--- config.mk ---
export PLATFORM = sky130hd
export DESIGN_NAME = nibble_bus_demux
export DESIGN_NICKNAME = d
export VERILOG_FILES = /design/src/rtl/nibble_bus_pkg.sv /design/src/rtl/nibble_tmo_counter.sv /design/src/rtl/nibble_bus_demux.sv
export SDC_FILE = /design/constraint.sdc
export NUM_CORES = 1
export LEC_CHECK = 0
export CAP_MARGIN = 10
export CELL_PAD_IN_SITES_DETAIL_PLACEMENT = 0
export CELL_PAD_IN_SITES_GLOBAL_PLACEMENT = 1
export CORE_MARGIN = 2
export CORE_UTILIZATION = 38
export CTS_BUF_LIST = sky130_fd_sc_hd__clkbuf_8
export CTS_CLUSTER_DIAMETER = 150
export DETAILED_ROUTE_END_ITERATION = 16
export PLACE_DENSITY = 0.87
export SLEW_MARGIN = 20
export SYNTH_ARGS = -nofsm -noshare
export SYNTH_HDL_FRONTEND = slang
export SYNTH_HIERARCHICAL = 1
export SYNTH_SLANG_ARGS = --single-unit
--- constraint.sdc ---
create_clock -name clk -period 3.76 [get_ports clk]
set_clock_uncertainty 0.05 [all_clocks]
set_input_delay 0.752 -clock clk [delete_from_list [all_inputs] [get_ports clk]]
set_output_delay 0.752 -clock clk [all_outputs]
set_load 0.005 [all_outputs]
--- src/rtl/nibble_bus_pkg.sv ---
// Shared definitions for both ends of the 4-bit time-multiplexed nibble bus.
// The source-side quad 2:1 mux and the receive demux use the same select encodings.
package nibble_bus_pkg;

    localparam int DEF_WIDTH = 4;

    localparam logic SEL_A = 1'b0;
    localparam logic SEL_B = 1'b1;

    typedef enum logic [1:0] {
        IDLE   = 2'd0,
        HAVE_A = 2'd1,
        FULL   = 2'd2
    } nb_state_e;

endpackage

--- src/rtl/nibble_tmo_counter.sv ---
// Saturating wait counter for the HAVE_A state; flags expiry on the edge where
// the count reaches TIMEOUT. TIMEOUT=0 disables expiry entirely.
module nibble_tmo_counter #(
    parameter int TIMEOUT = 15,
    parameter int TCNT_W  = 4
) (
    input  logic clk,
    input  logic rst_n,
    input  logic clr,
    input  logic en,
    output logic expired
);

    localparam logic              TMO_ON   = (TIMEOUT != 0);
    localparam logic [TCNT_W-1:0] TMO_LAST = TCNT_W'(TIMEOUT - 1);
    localparam logic [TCNT_W-1:0] CNT_MAX  = {TCNT_W{1'b1}};

    logic [TCNT_W-1:0] cnt_r;

    // Count idle cycles; clear wins over enable, and the count never wraps.
    always_ff @(posedge clk or negedge rst_n) begin
        if (!rst_n) begin
            cnt_r <= {TCNT_W{1'b0}};
        end else if (clr) begin
            cnt_r <= {TCNT_W{1'b0}};
        end else if (en && (cnt_r != CNT_MAX)) begin
            cnt_r <= cnt_r + {{(TCNT_W-1){1'b0}}, 1'b1};
        end else begin
            cnt_r <= cnt_r;
        end
    end

    assign expired = TMO_ON & en & ~clr & (cnt_r == TMO_LAST);

endmodule

--- src/rtl/nibble_bus_demux.sv ---
// Receive side of the nibble bus: steers strobed A/B nibbles into holding
// registers, offers {B,A} on a valid/ready port and flags sequence/timeout/overrun.
module nibble_bus_demux
    import nibble_bus_pkg::*;
#(
    parameter int WIDTH   = DEF_WIDTH,
    parameter int TIMEOUT = 15,
    parameter int TCNT_W  = 4
) (
    input  logic               clk,
    input  logic               rst_n,
    input  logic [WIDTH-1:0]   bus_d,
    input  logic               bus_sel,
    input  logic               bus_en_n,
    output logic               bus_rdy,
    output logic [WIDTH-1:0]   a_q,
    output logic [WIDTH-1:0]   b_q,
    output logic               byte_valid,
    output logic [2*WIDTH-1:0] byte_data,
    input  logic               byte_ready,
    output logic               err_seq,
    output logic               err_tmo,
    output logic               err_ovr
);

    localparam logic [1:0] S_IDLE   = IDLE;
    localparam logic [1:0] S_HAVE_A = HAVE_A;
    localparam logic [1:0] S_FULL   = FULL;

    logic [1:0]       state_r, state_s;
    logic [WIDTH-1:0] a_q_r, a_q_s;
    logic [WIDTH-1:0] b_q_r, b_q_s;
    logic             valid_r, valid_s;
    logic             err_seq_r, err_seq_s;
    logic             err_tmo_r, err_tmo_s;
    logic             err_ovr_r, err_ovr_s;
    logic             strobe_s;
    logic             cnt_clr_s;
    logic             cnt_en_s;
    logic             tmo_exp_s;

    assign strobe_s = ~bus_en_n;

    nibble_tmo_counter #(
        .TIMEOUT (TIMEOUT),
        .TCNT_W  (TCNT_W)
    ) u_tmo (
        .clk     (clk),
        .rst_n   (rst_n),
        .clr     (cnt_clr_s),
        .en      (cnt_en_s),
        .expired (tmo_exp_s)
    );

    // Next-state and next-register decode; only one error source can fire per state.
    always_comb begin
        state_s   = state_r;
        a_q_s     = a_q_r;
        b_q_s     = b_q_r;
        valid_s   = valid_r;
        err_seq_s = 1'b0;
        err_tmo_s = 1'b0;
        err_ovr_s = 1'b0;
        cnt_clr_s = 1'b0;
        cnt_en_s  = 1'b0;
        case (state_r)
            S_IDLE: begin
                if (strobe_s) begin
                    if (bus_sel == SEL_A) begin
                        a_q_s     = bus_d;
                        state_s   = S_HAVE_A;
                        cnt_clr_s = 1'b1;
                    end else begin
                        err_seq_s = 1'b1;
                    end
                end else begin
                    state_s = S_IDLE;
                end
            end
            S_HAVE_A: begin
                if (strobe_s) begin
                    if (bus_sel == SEL_B) begin
                        b_q_s   = bus_d;
                        valid_s = 1'b1;
                        state_s = S_FULL;
                    end else begin
                        a_q_s     = bus_d;
                        err_seq_s = 1'b1;
                        cnt_clr_s = 1'b1;
                    end
                end else begin
                    cnt_en_s = 1'b1;
                    if (tmo_exp_s) begin
                        err_tmo_s = 1'b1;
                        state_s   = S_IDLE;
                    end else begin
                        state_s = S_HAVE_A;
                    end
                end
            end
            S_FULL: begin
                if (byte_ready) begin
                    valid_s = 1'b0;
                    if (strobe_s && (bus_sel == SEL_A)) begin
                        a_q_s     = bus_d;
                        state_s   = S_HAVE_A;
                        cnt_clr_s = 1'b1;
                    end else if (strobe_s) begin
                        err_seq_s = 1'b1;
                        state_s   = S_IDLE;
                    end else begin
                        state_s = S_IDLE;
                    end
                end else if (strobe_s) begin
                    // bus_rdy is low here, so the nibble is dropped and the byte kept.
                    err_ovr_s = 1'b1;
                end else begin
                    state_s = S_FULL;
                end
            end
            default: begin
                state_s = S_IDLE;
                valid_s = 1'b0;
            end
        endcase
    end

    // State, holding registers and one-cycle error pulses.
    always_ff @(posedge clk or negedge rst_n) begin
        if (!rst_n) begin
            state_r   <= S_IDLE;
            a_q_r     <= {WIDTH{1'b0}};
            b_q_r     <= {WIDTH{1'b0}};
            valid_r   <= 1'b0;
            err_seq_r <= 1'b0;
            err_tmo_r <= 1'b0;
            err_ovr_r <= 1'b0;
        end else begin
            state_r   <= state_s;
            a_q_r     <= a_q_s;
            b_q_r     <= b_q_s;
            valid_r   <= valid_s;
            err_seq_r <= err_seq_s;
            err_tmo_r <= err_tmo_s;
            err_ovr_r <= err_ovr_s;
        end
    end

    assign bus_rdy    = (state_r == S_FULL) ? byte_ready : 1'b1;
    assign a_q        = a_q_r;
    assign b_q        = b_q_r;
    assign byte_valid = valid_r;
    assign byte_data  = {b_q_r, a_q_r};
    assign err_seq    = err_seq_r;
    assign err_tmo    = err_tmo_r;
    assign err_ovr    = err_ovr_r;

endmodule
# Yosys cells after proc, flatten, opt, wreduce, memory -nomap -nowiden
# Index checks and enable logic that the tools add are counted.
[classes]
add_sub_neg = 1
n_eq_ne = 13
mux = 39
n_bitwise = 6
n_reduce_logical = 10
[ops]
columns = ["op", "count"]
rows = [
  ["$mux W4", 6],
  ["$mux W1", 22],
  ["$mux W2", 6],
  ["$ne A2 B2 Y1 const B", 6],
  ["$ne A3 B3 Y1 const B", 3],
  ["$pmux W4 S2", 1],
  ["$pmux W1 S3", 2],
  ["$pmux W2 S3", 1],
  ["$reduce_and A3 Y1", 2],
  ["$reduce_and A5 Y1", 1],
  ["$add A4 B1 Y4 const B", 1],
  ["$eq A4 B4 Y1 const B", 1],
  ["$ne A4 B4 Y1 const B", 1],
  ["$not A1 Y1", 4],
  ["$reduce_and A4 Y1", 1],
  ["$reduce_bool A2 Y1", 2],
  ["$and A1 B1 Y1", 2],
  ["$eq A2 B1 Y1 const B", 1],
  ["$eq A2 B2 Y1 const B", 1],
  ["$logic_and A1 B1 Y1", 2],
  ["$logic_not A2 Y1", 1],
  ["$pmux W1 S2", 1],
  ["$reduce_or A2 Y1", 1],
]
[totals]
reg_bits = 18
input_bits = 9
output_inout_bits = 21
wordCells = 77

# Depth between registers and ports, before layout
[logic_depth]
ltp_word = 11
ltp_mapped = 7
depth_no_buf = 7

# Modules after synthesis
# The synthesis kept the hierarchy.
[modules_own_cells]
columns = ["mod", "instances", "cells_per_inst", "area_per_inst_um2", "seq_area_each_um2"]
rows = [
  ["nibble_bus_demux", 1, 51, 634.4, 350.3],
  ["nibble_tmo_counter", 1, 24, 254.0, 100.1],
]

# Worst setup path after synthesis
# No wires, ideal clock.
[synth_timing]
path_kind = "input to register"
start = "input byte_ready"
end = "register a_q_r[0] (netlist: a_q[0])"
setup_ns = 0.125
t_arrival_ns = 1.598
t_required_ns = 3.585
slack_ns = 1.987
stages = 3
n_path_buf = 0
cell_sequence = "nand2b_4 a211oi_4 mux2_2"
[synth_via]
elab_chain_cells = 2
[synth_rtl]
columns = ["element", "line", "rtl"]
rows = [
  ["start: declaration", "nibble_bus_demux.sv:20", "input logic byte_ready,"],
  ["$ne A2 B2 Y1 (no line)", "n/a", ""],
  ["$reduce_and A5 Y1 (no line)", "n/a", ""],
  ["end signal: assignment", "nibble_bus_demux.sv:132", "a_q_r <= {WIDTH{1'b0}};"],
  ["end signal: assignment", "nibble_bus_demux.sv:140", "a_q_r <= a_q_s;"],
  ["end: declaration", "nibble_bus_demux.sv:31", "logic [WIDTH-1:0] a_q_r, a_q_s;"],
]
# Every way passes these cells.
# A chain may end at the register's enable or synchronous reset.

# Worst setup path in the final report
[layout_timing]
start = "input byte_ready"
end = "output bus_rdy"
[layout_via]
elab_chain_cells = 1
[layout_rtl]
columns = ["element", "line", "rtl"]
rows = [
  ["$mux W1", "nibble_bus_demux.sv:149", "assign bus_rdy = (state_r == S_FULL) ? byte_ready : 1'b1;"],
  ["end: declaration", "nibble_bus_demux.sv:15", "output logic bus_rdy,"],
]
# Every way passes these cells.

==> flow_metrics.tcl <==
set metrics [dict create \
    max_slew_margin_pct 49.0 \
    design.core.area_um2 2210 \
    syn2layout_area_growth_pct 34.5 \
    synth_top_area_share_pct 50.7 \
    rows 17 \
    ctsResizeCount 0 \
    cts_tree "done" \
    worstPathRequired_ns 2.96 \
    crit_path_end_kind "output pin" \
    status "completed" \
    cp.arrival_ns 1.98 \
    via_per_inst 4.96 \
    min_period_ns 2.78 \
    worst_setup_path_start_kind "input port" \
    r2r-start "state_r[0]$_DFFE_PN0P_" \
    root_buffer "clkbuf_8" \
    hpwl_mm 1.24 \
    num_vias 630 \
    drive_gt1_share_pct 19.2 \
    start_util_pct 40.2 \
    die_x_um 52.4 \
    portBuffers 29 \
    fillers 202 \
    drt_iter0_drc 5 \
    drt-pass1-iter-count 4 \
    ys_ff_latch 18 \
    power_mw 0.569 \
    syn_avg_cell_area_um2 11.8 \
    wl_per_cell_um 12.9 \
    syn_inst 75 \
    worstHoldStart "byte_valid$_DFFE_PN0P_" \
    hold_viol 0 \
    cp_max_fo 4 \
    fin_tns_setup_ns 0 \
    place_congestion 0.860 \
    synth.net_count 86 \
    track_usage_pct 13.9 \
    post_cts_buffers 0 \
    final_core_util_pct 54.0 \
    synth_cell_types 26 \
    crit_path_start "byte_ready" \
    synthFlopType "dfrtp_1" \
    die-height_um 52.4 \
    clock_path_buffers 2 \
    fmax_mhz 359 \
    drv_slew 0 \
    power-per-cell-area_nw_per_um2 477 \
    synthTopCellsByArea "dfrtp_1 51%, mux2_2 10%, buf_4 6.8%" \
    tightestPinTransition_ns 0.763 \
    cap_viol_max_count 0 \
    grt_pass1_vias 639 \
    critPathKind "in -> out" \
    netlist_area_um2 888 \
    worstSkewPairLatency_ns 0.24 \
    grt_setup_unrepaired "false" \
    clkTransAtPathRegs_ns 0.06 \
    drc 0 \
    synth_top_area_cell "dfrtp_1" \
    hp-class "reg -> reg" \
    htree_levels 1 \
    cts_buffers 3 \
    yosys_warnings 6 \
    vdd_ir_drop_max_v 0.000205 \
    die_area_um2 2740 \
    grt_max_degree 19 \
    nets 112 \
    cts_hold_buf 0 \
    async_reset_ff_share_pct 100 \
    clkSinkCount 18 \
    synth_edf_count 0 \
    overflow 0 \
    io-pin-count 30 \
    antenna_found_initial 0 \
    min_period_over_period_pct 74.0 \
    drtAntennaViolNets 0 \
    drt-total-wl_mm 1.63 \
    antenna_cells 0 \
    grt_pass1_wl_mm 2.71 \
    yosysSeqAreaShare_pct 50.7 \
    p_leak_nw 0.512 \
    setup_violations 0 \
]
## worst paths after layout
check	cells after the start	slack, ns	to
max	4	0.98	bus_rdy
min	2	0.44	byte_valid$_DFFE_PN0P_
max reg2reg	3	2.05	a_q[3]$_DFFE_PN0P_
min reg2reg	2	0.44	byte_valid$_DFFE_PN0P_
max in group asynchronous	1	2.28	u_tmo/cnt_r[3]$_DFFE_PN0P_
min in group asynchronous	1	0.91	state_r[0]$_DFFE_PN0P_
## critical path: stages
cell	delay (ns)
clkdlybuf4s50_1	0.56
nor2_1	0.06
nand2_1	0.10
clkdlybuf4s50_1	0.51
## metrics by stage
step / hold WS, ns / cells / area [um^2] / worst slack, ns
3_3_place_gp: 0.411 / 124 / 1150 / 1.01
2_1_floorplan: 0.406 / 75 / 888 / 1.99
6_report: 0.435 / 127 / 1190 / 0.977
3_5_place_dp: 0.423 / 124 / 1150 / 0.977
5_1_grt: 0.483 / 127 / 1190 / 0.934
4_1_cts: 0.438 / 127 / 1190 / 0.976
## power breakdown
group	switching, mW	internal, mW	leakage (nW)
sequential	0.0310	0.228	0.227
clock	0.0555	0.0709	0.0216
combinational	0.0577	0.126	0.263
## per-layer routing
layer	global-route usage (%)	vias to the layer above	wire length, um
met5	0	-	0
met3	4.00	2	115
met2	22.1	18	779
met1	16.0	312	728
li1	-	298	-
met4	9.40	0	10
## cell usage in the layout (no fill, tap or decap), drive strengths merged
cell type,instances
and3,1
nor2,8
nand2b,2
clkdlybuf4s50,29
nor3b,1
nand4,2
a21oi,1
a31oi,2
and4b,1
o21ai,1
and4bb,1
and2,1
mux2,10
inv,6
nor2b,1
a31o,1
clkbuf,3
ha,2
nor3,2
nand2,4
a211oi,2
dfrtp,18
## state kept, by name, summed over array words and instances, names as in the netlist
name / count
byte_valid: 1
err_tmo: 1
b_q: 4
err_seq: 1
a_q: 4
state_r: 2
u_tmo/cnt_r: 4
err_ovr: 1
## synth_stat cells, drive strengths merged, types with 2 or more instances
cell     n
buf      8
inv      6
nor3     2
a31oi    2
nand2b   2
nand4    2
ha       2
nor2     8
dfrtp   18
mux2    10
a211oi   2
nand2    4
## kinds of logic (layout without fill, tap and decap cells)
group,after synthesis,in the layout,synth area share [%]
compound gates,7,7,8.31
fa+ha+maj,2,2,2.82
buf+inv,14,38,9.30
flops,18,18,50.7
mux,10,10,13.5
simple gates,24,24,15.4
## layout make-up
class	instances	area (um^2)	share of cell area, %
Sequential cell	18	450	37.7
Timing Repair Buffer	29	290	24.3
Clock buffer	3	41.3	3.46
Tap cell	28	35.0	2.93
Inverter	6	22.5	1.88
Multi-Input combinational cell	43	355	29.7
No activity file was read; power rests on OpenSTA's default activity.
